$ cat config.mk
export PLATFORM = sky130hd
export DESIGN_NAME = result_display_encoder
export DESIGN_NICKNAME = d
export VERILOG_FILES = /design/src/rtl/result_display_encoder.sv
export SDC_FILE = /design/constraint.sdc
export NUM_CORES = 1
export LEC_CHECK = 0
export ABC_AREA = 1
export BUFFER_PORTS_ARGS = -buffer_cell sky130_fd_sc_hd__buf_2
export CAP_MARGIN = 0
export CORE_MARGIN = 2
export CORE_UTILIZATION = 35
export DETAILED_ROUTE_END_ITERATION = 10
export GPL_TIMING_DRIVEN = 0
export MAX_ROUTING_LAYER = met4
export PLACE_DENSITY = 0.5
export SYNTH_ARGS = -nofsm -noshare
export SYNTH_HDL_FRONTEND = slang
export SYNTH_SLANG_ARGS = --single-unit
$ cat constraint.sdc
create_clock -name clk -period 2.2 [get_ports clk]
set_input_delay 0.33 -clock clk [delete_from_list [all_inputs] [get_ports clk]]
set_output_delay 0.33 -clock clk [all_outputs]
set_load 0.005 [all_outputs]
$ cat src/rtl/result_display_encoder.sv
// result_display_encoder
//   Turns an 8-bit ALU result into four active-low 7-segment patterns
//   (sign, hundreds, tens, units) for the display multiplexer downstream.
//   Binary-to-BCD is done serially (double dabble, one bit per clock) behind a
//   load/busy/done handshake. The patterns hold the last converted value until
//   the next conversion finishes.
//
//   Optional build macro: LEADING_ZERO_BLANK_EN
//     defined   : leading zero hundreds/tens digits are blanked; units always shown
//     undefined : all three digits are shown, zeros included
//
//   state    | meaning
//   ---------+--------------------------------------------------------------
//   S_IDLE   | waiting for load; sign and magnitude captured when load is seen
//   S_CONVERT| eight shift-and-adjust steps, one per clock
//   S_ENCODE | BCD digits mapped to segment patterns, done raised next cycle

module result_display_encoder #(
    parameter int SIGNED_MODE = 1
) (
    input  logic       clk,
    input  logic       reset,
    input  logic       load,
    input  logic [7:0] value,
    output logic       busy,
    output logic       done,
    output logic [6:0] pattern_3,
    output logic [6:0] pattern_2,
    output logic [6:0] pattern_1,
    output logic [6:0] pattern_0
);

    localparam logic [6:0] SEG_BLANK = 7'h7F;
    localparam logic [6:0] SEG_MINUS = 7'h3F;

    typedef enum logic [1:0] {
        S_IDLE    = 2'd0,
        S_CONVERT = 2'd1,
        S_ENCODE  = 2'd2
    } state_t;

    state_t      state;
    state_t      state_nxt;

    logic        neg_q;
    logic [7:0]  mag_q;
    logic [11:0] bcd_q;
    logic [2:0]  shift_cnt;

    logic        cap_neg;
    logic [7:0]  cap_mag;
    logic [11:0] bcd_adj;
    logic [11:0] bcd_shift;
    logic [7:0]  mag_shift;

    logic [6:0]  seg_h;
    logic [6:0]  seg_t;
    logic [6:0]  seg_u;
    logic [6:0]  pat3_nxt;
    logic [6:0]  pat2_nxt;
    logic [6:0]  pat1_nxt;
    logic [6:0]  pat0_nxt;

    function automatic logic [6:0] seg_encode(input logic [3:0] digit);
        logic [6:0] seg;
        case (digit)
            4'd0:    seg = 7'h40;
            4'd1:    seg = 7'h79;
            4'd2:    seg = 7'h24;
            4'd3:    seg = 7'h30;
            4'd4:    seg = 7'h19;
            4'd5:    seg = 7'h12;
            4'd6:    seg = 7'h02;
            4'd7:    seg = 7'h78;
            4'd8:    seg = 7'h00;
            4'd9:    seg = 7'h10;
            default: seg = SEG_BLANK;
        endcase
        return seg;
    endfunction

    function automatic logic [3:0] dabble_adj(input logic [3:0] nib);
        return (nib >= 4'd5) ? (nib + 4'd3) : nib;
    endfunction

    // State register
    always_ff @(posedge clk or posedge reset) begin
        if (reset) begin
            state <= S_IDLE;
        end else begin
            state <= state_nxt;
        end
    end

    // Next-state logic; load only matters in S_IDLE
    always_comb begin
        state_nxt = state;
        case (state)
            S_IDLE:    if (load) state_nxt = S_CONVERT;
            S_CONVERT: if (shift_cnt == 3'd0) state_nxt = S_ENCODE;
            S_ENCODE:  state_nxt = S_IDLE;
            default:   state_nxt = S_IDLE;
        endcase
    end

    assign busy = (state != S_IDLE);

    // Sign/magnitude split at capture; 8'h80 yields magnitude 128 in unsigned 8 bits
    always_comb begin
        cap_neg = (SIGNED_MODE != 0) && value[7];
        cap_mag = cap_neg ? (~value + 8'd1) : value;
    end

    // One double-dabble step: adjust each nibble >= 5, then shift {bcd,mag} left
    always_comb begin
        bcd_adj   = {dabble_adj(bcd_q[11:8]), dabble_adj(bcd_q[7:4]), dabble_adj(bcd_q[3:0])};
        bcd_shift = {bcd_adj[10:0], mag_q[7]};
        mag_shift = {mag_q[6:0], 1'b0};
    end

    // Conversion datapath; shift_cnt counts down the remaining steps, terminal at 0
    always_ff @(posedge clk or posedge reset) begin
        if (reset) begin
            neg_q     <= 1'b0;
            mag_q     <= 8'd0;
            bcd_q     <= 12'd0;
            shift_cnt <= 3'd0;
        end else begin
            case (state)
                S_IDLE: begin
                    if (load) begin
                        neg_q     <= cap_neg;
                        mag_q     <= cap_mag;
                        bcd_q     <= 12'd0;
                        shift_cnt <= 3'd7;
                    end
                end
                S_CONVERT: begin
                    bcd_q <= bcd_shift;
                    mag_q <= mag_shift;
                    if (shift_cnt != 3'd0) begin
                        shift_cnt <= shift_cnt - 3'd1;
                    end
                end
                default: ;
            endcase
        end
    end

    // Digit-to-segment mapping with optional leading-zero suppression
    always_comb begin
        seg_h    = seg_encode(bcd_q[11:8]);
        seg_t    = seg_encode(bcd_q[7:4]);
        seg_u    = seg_encode(bcd_q[3:0]);
        pat3_nxt = neg_q ? SEG_MINUS : SEG_BLANK;
        pat2_nxt = seg_h;
        pat1_nxt = seg_t;
        pat0_nxt = seg_u;
`ifdef LEADING_ZERO_BLANK_EN
        if (bcd_q[11:8] == 4'd0) begin
            pat2_nxt = SEG_BLANK;
            if (bcd_q[7:4] == 4'd0) begin
                pat1_nxt = SEG_BLANK;
            end
        end
`endif
    end

    // Output registers: patterns change only on the ENCODE edge, done pulses once after it
    always_ff @(posedge clk or posedge reset) begin
        if (reset) begin
            done      <= 1'b0;
            pattern_3 <= SEG_BLANK;
            pattern_2 <= SEG_BLANK;
            pattern_1 <= SEG_BLANK;
            pattern_0 <= SEG_BLANK;
        end else begin
            done <= 1'b0;
            if (state == S_ENCODE) begin
                done      <= 1'b1;
                pattern_3 <= pat3_nxt;
                pattern_2 <= pat2_nxt;
                pattern_1 <= pat1_nxt;
                pattern_0 <= pat0_nxt;
            end
        end
    end

endmodule

After elaboration in Yosys (flattened, before gate mapping)
Memory sizes are Yosys's and may differ from the RTL's. A register that Yosys moved wholly into a read port is not among the register bits.
Index checks and enable logic that the tools add are counted.

word-level totals
  ROM bits = 336
  bits in latches = 0
  word-level logic and storage cells = 49
  output and inout bits = 30
  memories kept = 3
  flip-flop bits (word level) = 34
  bits in writable memories = 0
  input port bits = 11

cells by class
  eq/ne operators = 5
  shifts and indexed selects = 0
  divide/modulo/power cells = 0
  bitwise operators = 1
  $lt $le $gt $ge = 3
  add/sub/neg operators = 5
  reductions and logical operators = 9
  multiplexer cells = 16
  $mul = 0

memories
  memory            depth  width  rd ports  clocked after memory_dff  wr ports  RTL line  source
  (name not given)  16     7      1         1                         0         66        case (digit)
  (name not given)  16     7      1         1                         0         66
  (name not given)  16     7      1         1                         0         66

operator list
  kind                   count
  $pmux W12 S2           1
  $mux W8                2
  $pmux W8 S2            1
  $ge A4 B3 Y1 const B   3
  $mux W12               1
  $mux W3                3
  $add A4 B2 Y4 const B  2
  $add A8 B1 Y8 const B  1
  $mux W4                2
  $not A8 Y8             1
  $mux W7                1
  $ne A2 B2 Y1 const B   3
  $pmux W3 S2            1
  $reduce_and A2 Y1      3
  $mux W2                2
  $pmux W2 S2            1
  $reduce_bool A2 Y1     2
  $add A3 B2 Y3 const B  1
  $logic_not A3 Y1       1
  $reduce_and A3 Y1      1
  $reduce_bool A3 Y1     1
  $sub A3 B1 Y3 const B  1
  $eq A2 B1 Y1 const B   1
  $eq A2 B2 Y1 const B   1
  other kinds (2)        2

Depth between registers and ports, before layout
  depth after elaboration = 5
  depth in mapped cells = 9
  depth with buffers taken out = 9

Worst setup path before layout
OpenSTA, ideal clock, no wires.

  kind = reg2reg
  start = reg bcd_q[0]
  end = reg bcd_q[3]
  setup time = 0.129 ns
  cell stages (with the launch flop) = 6
  data required time = 2.071 ns
  data arrival time = 1.194 ns
  buffers on the path = 0
  period minus slack after synthesis = 1.323 ns
  path slack = 0.877 ns
  path through = dfrtp_1 > inv_1 > ha_1 > ha_1 > o21ai_0 > o21ai_0

on the way
  longest elaborated chain between the ends = 3
  elaborated cells between the ends (all ways) = 4
  classes of those cells = add/sub: 1; order compare: 1; mux: 2

RTL lines
  item                                                  RTL line  source
  from (decl)                                           47        logic [11:0] bcd_q;
  from (signal assigned)                                139       bcd_q <= bcd_shift;
  $add A4 B2 Y4 / $ge A4 B3 Y1 (equally long branches)  83        return (nib >= 4'd5) ? (nib + 4'd3) : nib;
  $mux W4 (*)                                           83
  $pmux W12 S2 (*)                                      129       case (state)

Mark *: on every way between the ends. The rest lies on a longest branch, timed or not.
A chain may end at the register's enable or synchronous reset.

Final worst setup path
  start = reg bcd_q[5]
  end = reg bcd_q[8]

Same word-level chain as after synthesis.

==> metrics.csv <==
metric,value,unit
clk_path_buf_depth,2,
powerDensity,1440,mW/mm2
tritoncts,built,
path_max_fanout,6,
post-route-drc-count,0,
fin_crit,1.55,ns
final_util,41.3,%
maxCapViolations,0,
dieArea,0.00850,mm2
syn_inst,334,
synth_top_cell_by_area,dfrtp_1,
drt-total-wl,5970,um
irDropWorstVdd,0.490,mV
root_buffer,clkbuf_8,
core,0.00765,mm2
die_w,92.2,um
rows,32,
wl_per_cell,12.3,um
cp.arrival,1.74,ns
globalplace.congestion,0.801,
yosysSeqAreaShare,46.0,%
grt_pass1_wl,10700,um
placed_cells,476,
drtIter0Drc,95,
initial_core_util,35.6,%
crit_type,reg2reg,
die_h,92.2,um
yosysWarnings,0,
io_buffers,34,
leakagePower,0.00154,uW
cp-end-kind,flop,
clock_latency,0.31,ns
yosys.area.top_type_share,24.8,%
ios,41,
synth-seq-cells,49,
finalSetupViolCount,0,
timing.fmax,645,MHz
postRouteAntennaNets,0,
start_kind,flop,
area_growth,16.1,%
overflow,0,
period_share,70.5,%
vias,2306,
track_usage,16.1,%
diodes,0,
nets,411,
hp-class,in2reg,
synthTopCellsByArea,"dfrtp_1 25%, dfstp_2 21%, ha_1 8.3%, nand2_1 8.3%, nor2_1 7.3%",
synthDistinctLibCells,31,
cts_buffers,5,
slew_viol_final,0,
htree_levels,2,
cts_resized,0,
drive_gt1_share,24.0,%
status,finished clean,
clk_pin_slew_worst_paths,0.10,ns
hold_viol,0,
fillers,818,
first_pass_iters,4,
hpwl,4330,um
via_per_inst,4.75,
final_cells,485,
fin_skew,0.00940,ns
postSynthAreaPerCell,8.15,um2
clkSinkCount,49,
grt_pass1_vias,2277,
rsz0062_at_grt,false,
required,2.38,ns
synth.cell_area,0.00272,mm2
antenna_found_initial,0,
grt_max_degree,36,
## sequential cells by signal, summed over array words and instances, names as in the netlist, 2 cells and up
name,count
pattern_0,7
state,2
shift_cnt,3
bcd_q,12
mag_q,8
pattern_1,7
pattern_2,7
## per-stage QoR
step                worst slack [ns]  power, uW  hold WS (ns)  setup TNS (ns)  instance area (um2)
global route                   0.460       5100         0.336               0                 3160
finish                         0.649       4560         0.330               0                 3160
detailed placement             0.634       4030         0.320               0                 3060
global placement             -0.0240       4010         0.418          -0.586                 3040
CTS                            0.607       4610         0.328               0                 3160
floorplan                      0.734       3360         0.404               0                 2740
## critical path: stages, from the launching register on
cell and delay, ns:
dfrtp_1 0.42, inv_1 0.18, ha_1 0.25, inv_1 0.08, nor2_1 0.13, nor2_1 0.05
o21ai_0 0.21, o21ai_0 0.12
## report_power, final
group	switching [uW]	internal, uW	leakage [uW]
Clock	335	224	0.0000364
Combinational	1390	878	0.000945
Sequential	263	1470	0.000562
## layout make-up
type                            instances  area (um2)  share of cell area, %
Multi-Input combinational cell        239        1260                   39.9
Clock buffer                            5        68.8                   2.18
Sequential cell                        49        1250                   39.7
Tap cell                              102         128                   4.04
Timing Repair Buffer                   36         200                   6.33
Clock inverter                          3        22.5                  0.713
Buffer                                 12        77.6                   2.45
Inverter                               39         149                   4.71
## path summary, 6_finish.rpt
kind | from | end | slack [ns] | depth (start not counted)
worst min register to register | neg_q$_DFFE_PP0P_ | pattern_3[6]$_DFFE_PP1P_ | 0.45 | 1
worst max register to register | bcd_q[5]$_DFFE_PP0P_ | bcd_q[8]$_DFFE_PP0P_ | 0.65 | 7
worst min-delay path | value[3] | mag_q[3]$_DFFE_PP0P_ | 0.33 | 3
worst max-delay path | bcd_q[5]$_DFFE_PP0P_ | bcd_q[8]$_DFFE_PP0P_ | 0.65 | 7
min in group asynchronous | reset | done$_DFF_PP0_ | 0.52 | 3
max in group asynchronous | reset | pattern_2[6]$_DFFE_PP1P_ | 1.11 | 4
## timing repair
| item | CTS | global route |
|---|---|---|
| hold buffers | 1 | 0 |
| hold endpoints to repair | 5 | 0 |
| setup buffers | 0 | 0 |
| setup endpoints to repair | 0 | 0 |
## cell families after synthesis
group	Yosys count	share of synthesized area (%)
fa+ha+maj	18	8.27
simple gates	136	21.1
buf+inv	51	8.32
compound gates	79	16.1
other cells	1	0.138
flops	49	46.0
## Yosys cell counts, drive strengths merged
library cell  count
or2               1
nand4             1
nand3b            1
buf              11
a22oi             6
ha               18
dfstp            22
dfrtp            27
a21oi            31
o21bai            1
inv              39
o21ai            30
o211ai            6
a31oi             1
nand3            14
o21a              1
nor2             57
nor3              1
o221ai            1
nand2            61
o22ai             2
conb              1
clkbuf            1
## cells in the final DEF (no fill, tap or decap), types with 7 or more instances in the layout
master,instances
inv_2,7
o21ai_0,29
ha_1,18
nand2_1,60
buf_2,38
a21oi_1,31
dfstp_2,22
nor2_1,53
inv_1,31
dfrtp_1,27
buf_4,7
nand3_1,13
## metal layers
layer,vias up,global-route usage [%],share of wire (%)
met3,10,3.04,3.4
met5,-,-,0
li1,1176,-,-
met1,1078,21.5,50
met2,42,24.8,45
met4,0,5.10,1.7
Power figures use the tool's default switching activity.
